## src/rtl/io_responder.sv

```systemverilog
// CPU I/O responder: services STIN (read_in) from a 1-entry switch buffer and LOUT (write_out)
// into a registered LED word, stalling the core until each request can finish this cycle.
module io_responder #(
    parameter int WIDTH   = 8,
    parameter int TIMEOUT = 0
) (
    input  logic             clk,
    input  logic             reset,
    input  logic             read_in,
    input  logic             write_out,
    input  logic [WIDTH-1:0] wr_data,
    output logic [WIDTH-1:0] rd_data,
    output logic             stall,
    input  logic [WIDTH-1:0] in_data,
    input  logic             in_valid,
    output logic             in_ready,
    output logic [WIDTH-1:0] out_data,
    output logic             out_valid,
    input  logic             out_ready,
    output logic             timeout_err
);

    localparam int WC_W = (TIMEOUT > 0) ? $clog2(TIMEOUT + 1) : 1;

    logic             in_full;
    logic [WIDTH-1:0] in_buf;
    logic [WC_W-1:0]  wait_cnt;
    logic             timed_out;
    logic             stall_in;
    logic             stall_out;
    logic             rd_ok;

    // A STIN on an empty buffer is released once it has waited TIMEOUT cycles.
    assign timed_out = (TIMEOUT > 0) && (wait_cnt == WC_W'(TIMEOUT));
    assign stall_in  = read_in & ~in_full & ~timed_out;
    assign stall_out = write_out & out_valid & ~out_ready;
    assign stall     = stall_in | stall_out;
    assign rd_ok     = read_in & ~stall;
    assign rd_data   = (rd_ok & in_full) ? in_buf : '0;
    assign in_ready  = ~in_full | rd_ok;

    always_ff @(posedge clk) begin
        if (reset) begin
            in_full     <= 1'b0;
            in_buf      <= '0;
            out_data    <= '0;
            out_valid   <= 1'b0;
            timeout_err <= 1'b0;
            wait_cnt    <= '0;
        end else begin
            // A refill in the same cycle as a consume keeps the buffer full with the new word.
            if (in_valid & in_ready) begin
                in_buf  <= in_data;
                in_full <= 1'b1;
            end else if (rd_ok) begin
                in_full <= 1'b0;
            end

            if (rd_ok & ~in_full)
                timeout_err <= 1'b1;

            if (write_out & ~stall) begin
                out_data  <= wr_data;
                out_valid <= 1'b1;
            end else if (out_valid & out_ready) begin
                out_valid <= 1'b0;
            end

            if (~read_in | ~stall)
                wait_cnt <= '0;
            else if (stall_in && wait_cnt != '1)
                wait_cnt <= wait_cnt + 1'b1;
        end
    end

endmodule

```

## config.mk

```make
export PLATFORM = sky130hd
export DESIGN_NAME = io_responder
export DESIGN_NICKNAME = d
export VERILOG_FILES = /design/src/rtl/io_responder.sv
export SDC_FILE = /design/constraint.sdc
export NUM_CORES = 1
export LEC_CHECK = 0
export BUFFER_PORTS_ARGS = -buffer_cell sky130_fd_sc_hd__clkbuf_2
export CAP_MARGIN = 20
export CORE_ASPECT_RATIO = 0.9
export CORE_MARGIN = 2
export CORE_UTILIZATION = 29
export DETAILED_ROUTE_END_ITERATION = 8
export GPL_TIMING_DRIVEN = 1
export SETUP_SLACK_MARGIN = 0.15
export SYNTH_ARGS = -nofsm -noshare
export SYNTH_HDL_FRONTEND = slang
export SYNTH_SLANG_ARGS = --single-unit
```

## constraint.sdc

```tcl
create_clock -name clk -period 2.2 [get_ports clk]
set_input_delay 0.44 -clock clk [delete_from_list [all_inputs] [get_ports clk]]
set_output_delay 0.44 -clock clk [all_outputs]
set_load 0.02 [all_outputs]
```

Word level (Yosys, flattened, before mapping)
Cells that the tools add are included.
Storage, ports and cells
  register bits: 19
  input bits: 22
  output and inout port bits: 20
  word-level logic and storage cells: 26
Operators by class
  mux-type cells: 5
  bitwise operators: 14
  reductions and logical operators: 2
Operators with widths (number)
  AND 1 bit: 9
  2-to-1 mux 8 bit: 1
  2-to-1 mux 1 bit: 4
  nonzero test 2 bit: 2
  inverter 1 bit: 3
  OR 1 bit: 2

Depth between registers and ports, before layout
Gate-level depths: netlist of run 1.
  depth after elaboration: 8
  depth in mapped cells: 4
  mapped depth without buffers: 3

Worst setup path after synthesis of run 1
No wires, ideal clock.
  kind: reg-to-output
  from: register out_valid
  to: output rd_data[0]
  arrival: 1.086 ns
  data required time: 1.760 ns
  setup slack: 0.674 ns
  cell stages (with the launch flop): 4
  path buffers: 0
  path through: dfxtp_1 > nand3b_1 > and3_1 > and2_1
On the way
  word-level cells in the longest chain between the ends: 7
RTL lines
  from (decl): line 18  | output logic out_valid,
  from (signal assigned): line 47  | out_valid <= 1'b0;
  from (signal assigned): line 64  | out_valid <= 1'b1;
  from (signal assigned): line 66  | out_valid <= 1'b0;
  AND 1 bit (2 in series): line 36  | assign stall_out = write_out & out_valid & ~out_ready;
  OR 1 bit: line 37  | assign stall = stall_in | stall_out;
  inverter 1 bit
  AND 1 bit: line 38  | assign rd_ok = read_in & ~stall;
  AND 1 bit: line 39  | assign rd_data = (rd_ok & in_full) ? in_buf : '0;
  2-to-1 mux 8 bit: line 39
  to (decl): line 12  | output logic [WIDTH-1:0] rd_data,
Every way passes these cells.

Worst setup path in the final report of run 1
  from: register out_valid
  to: output rd_data[7]
Same word-level chain as after synthesis.

==> results of run 1 <==
==> kinds of logic (layout without fill, tap and decap cells) <==
logic type,after synthesis,after routing,synth area share
AO/OA/AOI/OAI,4,4,0.0313
flip-flops,19,19,0.414
AND/OR/NAND/NOR,49,49,0.335
multiplexers,16,16,0.174
buffers and inverters,7,47,0.0450
==> per-stage QoR <==
| step | std cells | cell area [µm²] |
|---|---|---|
| 2_1_floorplan | 95 | 918 |
| 3_3_place_gp | 173 | 1140 |
| 3_5_place_dp | 173 | 1140 |
| 4_1_cts | 177 | 1170 |
| 5_1_grt | 177 | 1170 |
| 6_report | 177 | 1170 |
==> worst max-delay path, cell delays in order (launching register included) <==
cell and delay [ns]:
dfxtp_1 0.41, nand3b_1 0.13, and3_1 0.28, and2_1 0.19
clkbuf_2 0.15
==> final cells by class <==
type	count	area (µm²)
Clock buffer	4	26.3
Multi-Input combinational cell	69	497
Timing Repair Buffer	41	205
Inverter	2	7.51
Sequential cell	19	380
Fill cell	328	1870
Tap cell	42	52.6
==> final timing paths <==
check / start / cells after the start / end
setup / recovery: out_valid / 4 / rd_data[7]
hold / removal: in_valid / 3 / in_full
setup reg to reg: in_full / 3 / out_data[1]
hold reg to reg: in_buf[6] / 2 / in_buf[6]
==> flip-flops by register name (all words and copies together) (netlist names) <==
name	flops
out_data	8
in_full	1
timeout_err	1
in_buf	8
out_valid	1
==> where the power goes <==
| part | leakage [nW] | switching (mW) | internal, mW | total, mW |
|---|---|---|---|---|
| registers | 0.156 | 0.0111 | 0.366 | 0.377 |
| logic | 0.388 | 0.0642 | 0.0591 | 0.123 |
| clock network | 0.0150 | 0.0992 | 0.0704 | 0.170 |
==> layer usage <==
metal | vias to the layer above | track usage | part of all wire
met5 | - | 0 | 0
met4 | 0 | 0.0311 | 0
met3 | 0 | 0.0513 | 0.10
met2 | 32 | 0.149 | 0.44
met1 | 329 | 0.126 | 0.46
li1 | 385 | - | -
==> Yosys cell counts, drive strengths merged, types with 2 or more instances <==
master and n:
and3 2, clkbuf 3, mux2i 16, dfxtp 19
nand2b 34, buf 2, inv 2, a21oi 2
and2 8, nand2 3
==> summary.txt, run 1 <==
Synth
  – EDFF count, synth: 0
  – Avg Cell Area, Syn: 9.67 µm²
  – Synth Warn #: 0
  – Seq/Total Area, Yosys: 0.414
  – Flops & latches, synth: 19
  – Syn_nets: 117
  – Largest cells by area after synthesis: dfxtp_1 41%, nand2b_1 22%, mux2i_1 17%
  – Syn Inst Count: 95
  – Count of different cell masters after synthesis: 15
  – Area leader, netlist: dfxtp_1
  – Netlist Area Pre-Place: 918 µm²
  – Post-synth ARST share: 0
  – Fraction of synthesized cell area taken by the top area cell type: 0.414
  – Top_reg_cell synth: dfxtp_1

Clock tree
  – CTS Buf Count: 3
  – CTS tree: built
  – Hold buffers post-CTS: 0
  – Clk_lat worst skew: 0.29 ns
  – Bufs on Longest Clock Path: 2
  – Setup Fix Bufs, Post-CTS: 0
  – Post-CTS resize count: 0
  – Clock slew at reported path FFs: 0.10 ns
  – Clk sink count: 19
  – Root buf cell: clkbuf_4
  – CTS H-tree depth: 1

Worst setup path
  – Kind of critical path: reg -> out
  – Critical Path AT: 1.45 ns
  – Critical Path RT: 1.76 ns
  – Critical Path Fanout Max: 8
  – R2R Setup Slk: 0.90 ns
  – Crit path capture type: output port
  – CP Launch Type: register

Power
  – PD cells: 573 mW/mm²
  – Pwr Total: 669 µW
  – Leakage power: 0.559 nW
  – Worst vdd ir: 0.260 mV

Timing
  – Max_slew headroom: 0.655
  – Final Skew: 0.000549 ns
  – Fmax: 529 MHz
  – Setup ws final: 0.311 ns
  – # setup viols final: 0
  – Final Hold Viols: 0
  – Hold slack: 0.378 ns
  – Slew Viols, Final: 0
  – Crit share post-route: 0.859
  – Worst-Margin Slew: 0.518 ns
  – Final worst path period need: 1.89 ns
  – RSZ-0062 raised after global routing: false
  – Setup tns final: 0 ns

Drt
  – Remaining DRCs: 0
  – Detailed-route wire length: 1.72 mm
  – Vias: 746
  – Post-route ant nets: 0
  – DRT iter0 DRCs: 21
  – DR pass1 iterations: 4
  – WL per Instance: 9.71 µm
  – Vias/cell: 4.21

Job
  – Max cap viols: 0

Worst hold path
  – Hold Path Class: in -> reg

GRT
  – Vias in the first global route: 682
  – Final global-route overflow total: 0
  – Antenna violations before repair: 0
  – Gr usage total: 0.0999
  – First-pass GRT wire length: 2.86 mm
  – Largest net degree at the start of global routing: 36

Die
  – # rows: 19
  – Initial core utilization: 0.302
  – Die W: 63.3 µm
  – Die area: 0.00363 mm²
  – Core ar.: 0.00304 mm²
  – Die Y: 57.4 µm
  – # IOs: 42

Run status
  – Outcome: finished, final reports clean

Finish
  – Layout area overhead: 27.2%
  – NumNets Final: 158
  – Commonest non-fill, non-tap cells in the layout: 41 x clkbuf_2, 33 x nand2b_1, 19 x dfxtp_1
  – Share of cells above drive strength 1: 0.333
  – Most common cell after layout, fill and taps aside: clkbuf_2
  – Final core utilization: 0.384
  – Number of diodes: 0

Placed design
  – Port Buffers: 41
  – HPWL after DPL: 1.29 mm
  – GP Congestion: 0.812
  – Post-Place Setup Slack: 0.428 ns
Note: power is estimated with default switching activity, not from simulation.
==> inputs of run 2 (changes only) <==
--- a/config.mk
+++ b/config.mk
@@ -5,11 +5,12 @@
 export SDC_FILE = /design/constraint.sdc
 export NUM_CORES = 1
 export LEC_CHECK = 0
+export ABC_AREA = 1
 export BUFFER_PORTS_ARGS = -buffer_cell sky130_fd_sc_hd__clkbuf_2
 export CAP_MARGIN = 20
 export CORE_ASPECT_RATIO = 0.9
-export CORE_MARGIN = 2
 export CORE_UTILIZATION = 29
+export CTS_BUF_LIST = sky130_fd_sc_hd__clkbuf_4
 export DETAILED_ROUTE_END_ITERATION = 8
 export GPL_TIMING_DRIVEN = 1
 export SETUP_SLACK_MARGIN = 0.15
==> run 2 against run 1 <==
  * Die area shrank 5.9%
  * Utilization shrank 0.12 points
  * Routed wire length grew 9.5%
  * Area after synthesis grew 0.68%
  * Combinational power grew 32%
  * Cell count grew 15%
==> summary.txt, run 2 <==
Clock tree
  – Post-CTS resize count: 0 (unchanged)
  – Clk sink count: 19 (unchanged)
  – Root buf cell: clkbuf_4 (unchanged)
  – Setup Fix Bufs, Post-CTS: 0 (unchanged)
  – Clk_lat worst skew: 0.28 ns (was 0.29 ns)
  – Bufs on Longest Clock Path: 2 (unchanged)
  – CTS H-tree depth: 1 (unchanged)
  – Hold buffers post-CTS: 0 (unchanged)
  – CTS Buf Count: 3 (unchanged)
  – Clock slew at reported path FFs: 0.10 ns (about the same)
  – CTS tree: built (unchanged)

Timing
  – # setup viols final: 0 (unchanged)
  – Worst-Margin Slew: 0.435 ns (was 0.518 ns)
  – Setup tns final: 0 ns (unchanged)
  – Fmax: 542 MHz (was 529 MHz)
  – RSZ-0062 raised after global routing: false (unchanged)
  – Slew Viols, Final: 0 (unchanged)
  – Final worst path period need: 1.85 ns (was 1.89 ns)
  – Crit share post-route: 0.839 (was 0.859)
  – Max_slew headroom: 0.710 (was 0.655)
  – Final Skew: 0.000946 ns (was 0.000549 ns)
  – Hold slack: 0.360 ns (was 0.378 ns)
  – Final Hold Viols: 0 (unchanged)

Placed design
  – Port Buffers: 41 (unchanged)
  – GP Congestion: 0.708 (was 0.812)
  – HPWL after DPL: 1.45 mm (was 1.29 mm)

Synth
  – Largest cells by area after synthesis: dfxtp_1 41%, inv_1 12%, a21oi_2 7.6% (was dfxtp_1 41%, nand2b_1 22%, mux2i_1 17%)
  – Post-Synth Simple-Gate Area: 0.206 (was 0.335)
  – Fraction of synthesized cell area taken by the top area cell type: 0.411 (was 0.414)
  – Top-count cell post-synth: inv_1 (was nand2b_1)
  – Syn_nets: 144 (was 117)
  – Multiplexer area fraction after synthesis: 0 (was 0.174)
  – Seq/Total Area, Yosys: 0.411 (was 0.414)
  – Top_reg_cell synth: dfxtp_1 (unchanged)
  – Post-synth ARST share: 0 (unchanged)
  – Netlist Area Pre-Place: 925 µm² (was 918 µm²)
  – Synth Warn #: 0 (unchanged)
  – Area leader, netlist: dfxtp_1 (unchanged)
  – Synth Area in Adders: 0 (unchanged)
  – Post-synthesis compound-gate area fraction: 0.199 (was 0.0313)
  – Largest family of logic cells by synthesized area: simple AND/OR/NAND/NOR gates (unchanged)
  – Count of different cell masters after synthesis: 18 (was 15)
  – Syn Inst Count: 122 (was 95)
  – Flops & latches, synth: 19 (unchanged)
  – Avg Cell Area, Syn: 7.58 µm² (was 9.67 µm²)
  – Post-synthesis xor/xnor area fraction: 0 (unchanged)
  – Synth top cells by count: 29 x inv_1, 19 x dfxtp_1, 10 x a21oi_1, 10 x nand2_1 (was 33 x nand2b_1, 19 x dfxtp_1, 16 x mux2i_1)
  – EDFF count, synth: 0 (unchanged)

Die
  – Core ar.: 0.00304 mm² (unchanged)
  – # rows: 19 (unchanged)
  – # IOs: 42 (unchanged)
  – Die area: 0.00342 mm² (was 0.00363 mm²)
  – Die W: 61.5 µm (was 63.3 µm)
  – Die Y: 55.6 µm (was 57.4 µm)
  – Initial core utilization: 0.304 (was 0.302)

Finish
  – NumNets Final: 185 (was 158)
  – Final core utilization: 0.383 (was 0.384)
  – Layout area overhead: 26.0% (was 27.2%)
  – Share of cells above drive strength 1: 0.420 (was 0.333)
  – Filler cells: 351 (was 328)
  – Commonest non-fill, non-tap cells in the layout: 41 x clkbuf_2, 29 x inv_1, 19 x dfxtp_1 (was 41 x clkbuf_2, 33 x nand2b_1, 19 x dfxtp_1)
  – Multi-input combinational cell area: 377 µm² (was 497 µm²)
  – Most common cell after layout, fill and taps aside: clkbuf_2 (unchanged)
  – Number of diodes: 0 (unchanged)
  – FF/Latch Area: 380 µm² (unchanged)
  – Largest regs: in_buf x8, out_data x8 (unchanged)

GRT
  – Final global-route overflow total: 0 (unchanged)
  – Vias in the first global route: 754 (was 682)
  – First-pass GRT wire length: 3.03 mm (was 2.86 mm)
  – Largest net degree at the start of global routing: 18 (was 36)
  – Antenna violations before repair: 0 (unchanged)
  – Gr usage total: 0.113 (was 0.0999)

Worst setup path
  – CP Launch Type: register (unchanged)
  – CP max-delay cell: dfxtp_1 (unchanged)
  – Critical Path AT: 1.41 ns (was 1.45 ns)
  – Crit path capture type: output port (unchanged)
  – Slowest stage delay, CP: 0.34 ns (was 0.41 ns)
  – Critical Path Fanout Max: 8 (unchanged)
  – CP delay by family, top: simple AND/OR/NAND/NOR gates (unchanged)
  – Crit-path cells: inv_2, nand2_1, o21ai_1, or2_4, nor2_2, clkbuf_2 (was nand3b_1, and3_1, and2_1, clkbuf_2)
  – Crit path buffers/inverters: 2 (was 1)
  – Critical Path RT: 1.76 ns (about the same)
  – Kind of critical path: reg -> out (unchanged)

Job
  – Max cap viols: 0 (unchanged)

Run status
  – Outcome: finished, final reports clean (unchanged)

Power
  – Pwr Total: 733 µW (was 669 µW)
  – Leakage power: 0.589 nW (was 0.559 nW)
  – Worst vdd ir: 0.276 mV (was 0.260 mV)
  – PD cells: 629 mW/mm² (was 573 mW/mm²)

Drt
  – DR pass1 iterations: 3 (was 4)
  – Post-route ant nets: 0 (unchanged)
  – WL per Instance: 9.22 µm (was 9.71 µm)
  – Detailed-route wire length: 1.88 mm (was 1.72 mm)
  – Vias: 835 (was 746)
  – DRT iter0 DRCs: 35 (was 21)
  – Vias/cell: 4.09 (was 4.21)
  – Remaining DRCs: 0 (unchanged)

Worst hold path
  – Hold Path Class: in -> reg (unchanged)
[run 2: final timing paths]
| check | start | to | slack, ns | cells past startpoint |
|---|---|---|---|---|
| max | in_full | rd_data[1] | 0.35 | 6 |
| min | reset | timeout_err | 0.36 | 2 |
| max reg2reg | out_valid | in_buf[0] | 1.02 | 7 |
| min reg2reg | timeout_err | timeout_err | 0.43 | 2 |
[run 2: routing by layer]
layer / GRT usage / wire length (µm)
met2: 0.186 / 824
met1: 0.155 / 911
met3: 0.0209 / 146
met4: 0.0190 / 0
met5: 0 / 0
[run 2: where the power goes]
part	switching [mW]	internal [mW]	total, mW
registers	0.0149	0.370	0.385
logic	0.0994	0.0630	0.162
clock network	0.102	0.0827	0.185
[run 2: layout make-up]
class	instances	share of cell area
inverter	30	0.0967
tap	42	0.0451
sequential	19	0.327
clock buffer	4	0.0258
multi-input combinational	67	0.323
timing repair buffer	42	0.183
[run 2: cells by family after synthesis]
group                  after synthesis
AO/OA/AOI/OAI                       28
buffers and inverters               36
flip-flops                          19
AND/OR/NAND/NOR                     39
[run 2: stage by stage]
step                instances  setup slack (ns)  cell area [µm²]
floorplan                 122             0.475              925
global placement          200             0.364             1130
detailed placement        200             0.312             1130
CTS                       204             0.180             1160
global route              204             0.257             1160
finish                    204             0.354             1160
[run 2: worst reg2reg max path, stage by stage (launching register included)]
cell and delay [ns]:
dfxtp_1 0.34, nand2_2 0.07, nor2_2 0.05, o21bai_4 0.13, buf_4 0.26, nand3_1 0.11, nand2_1 0.08, nor2_1 0.04
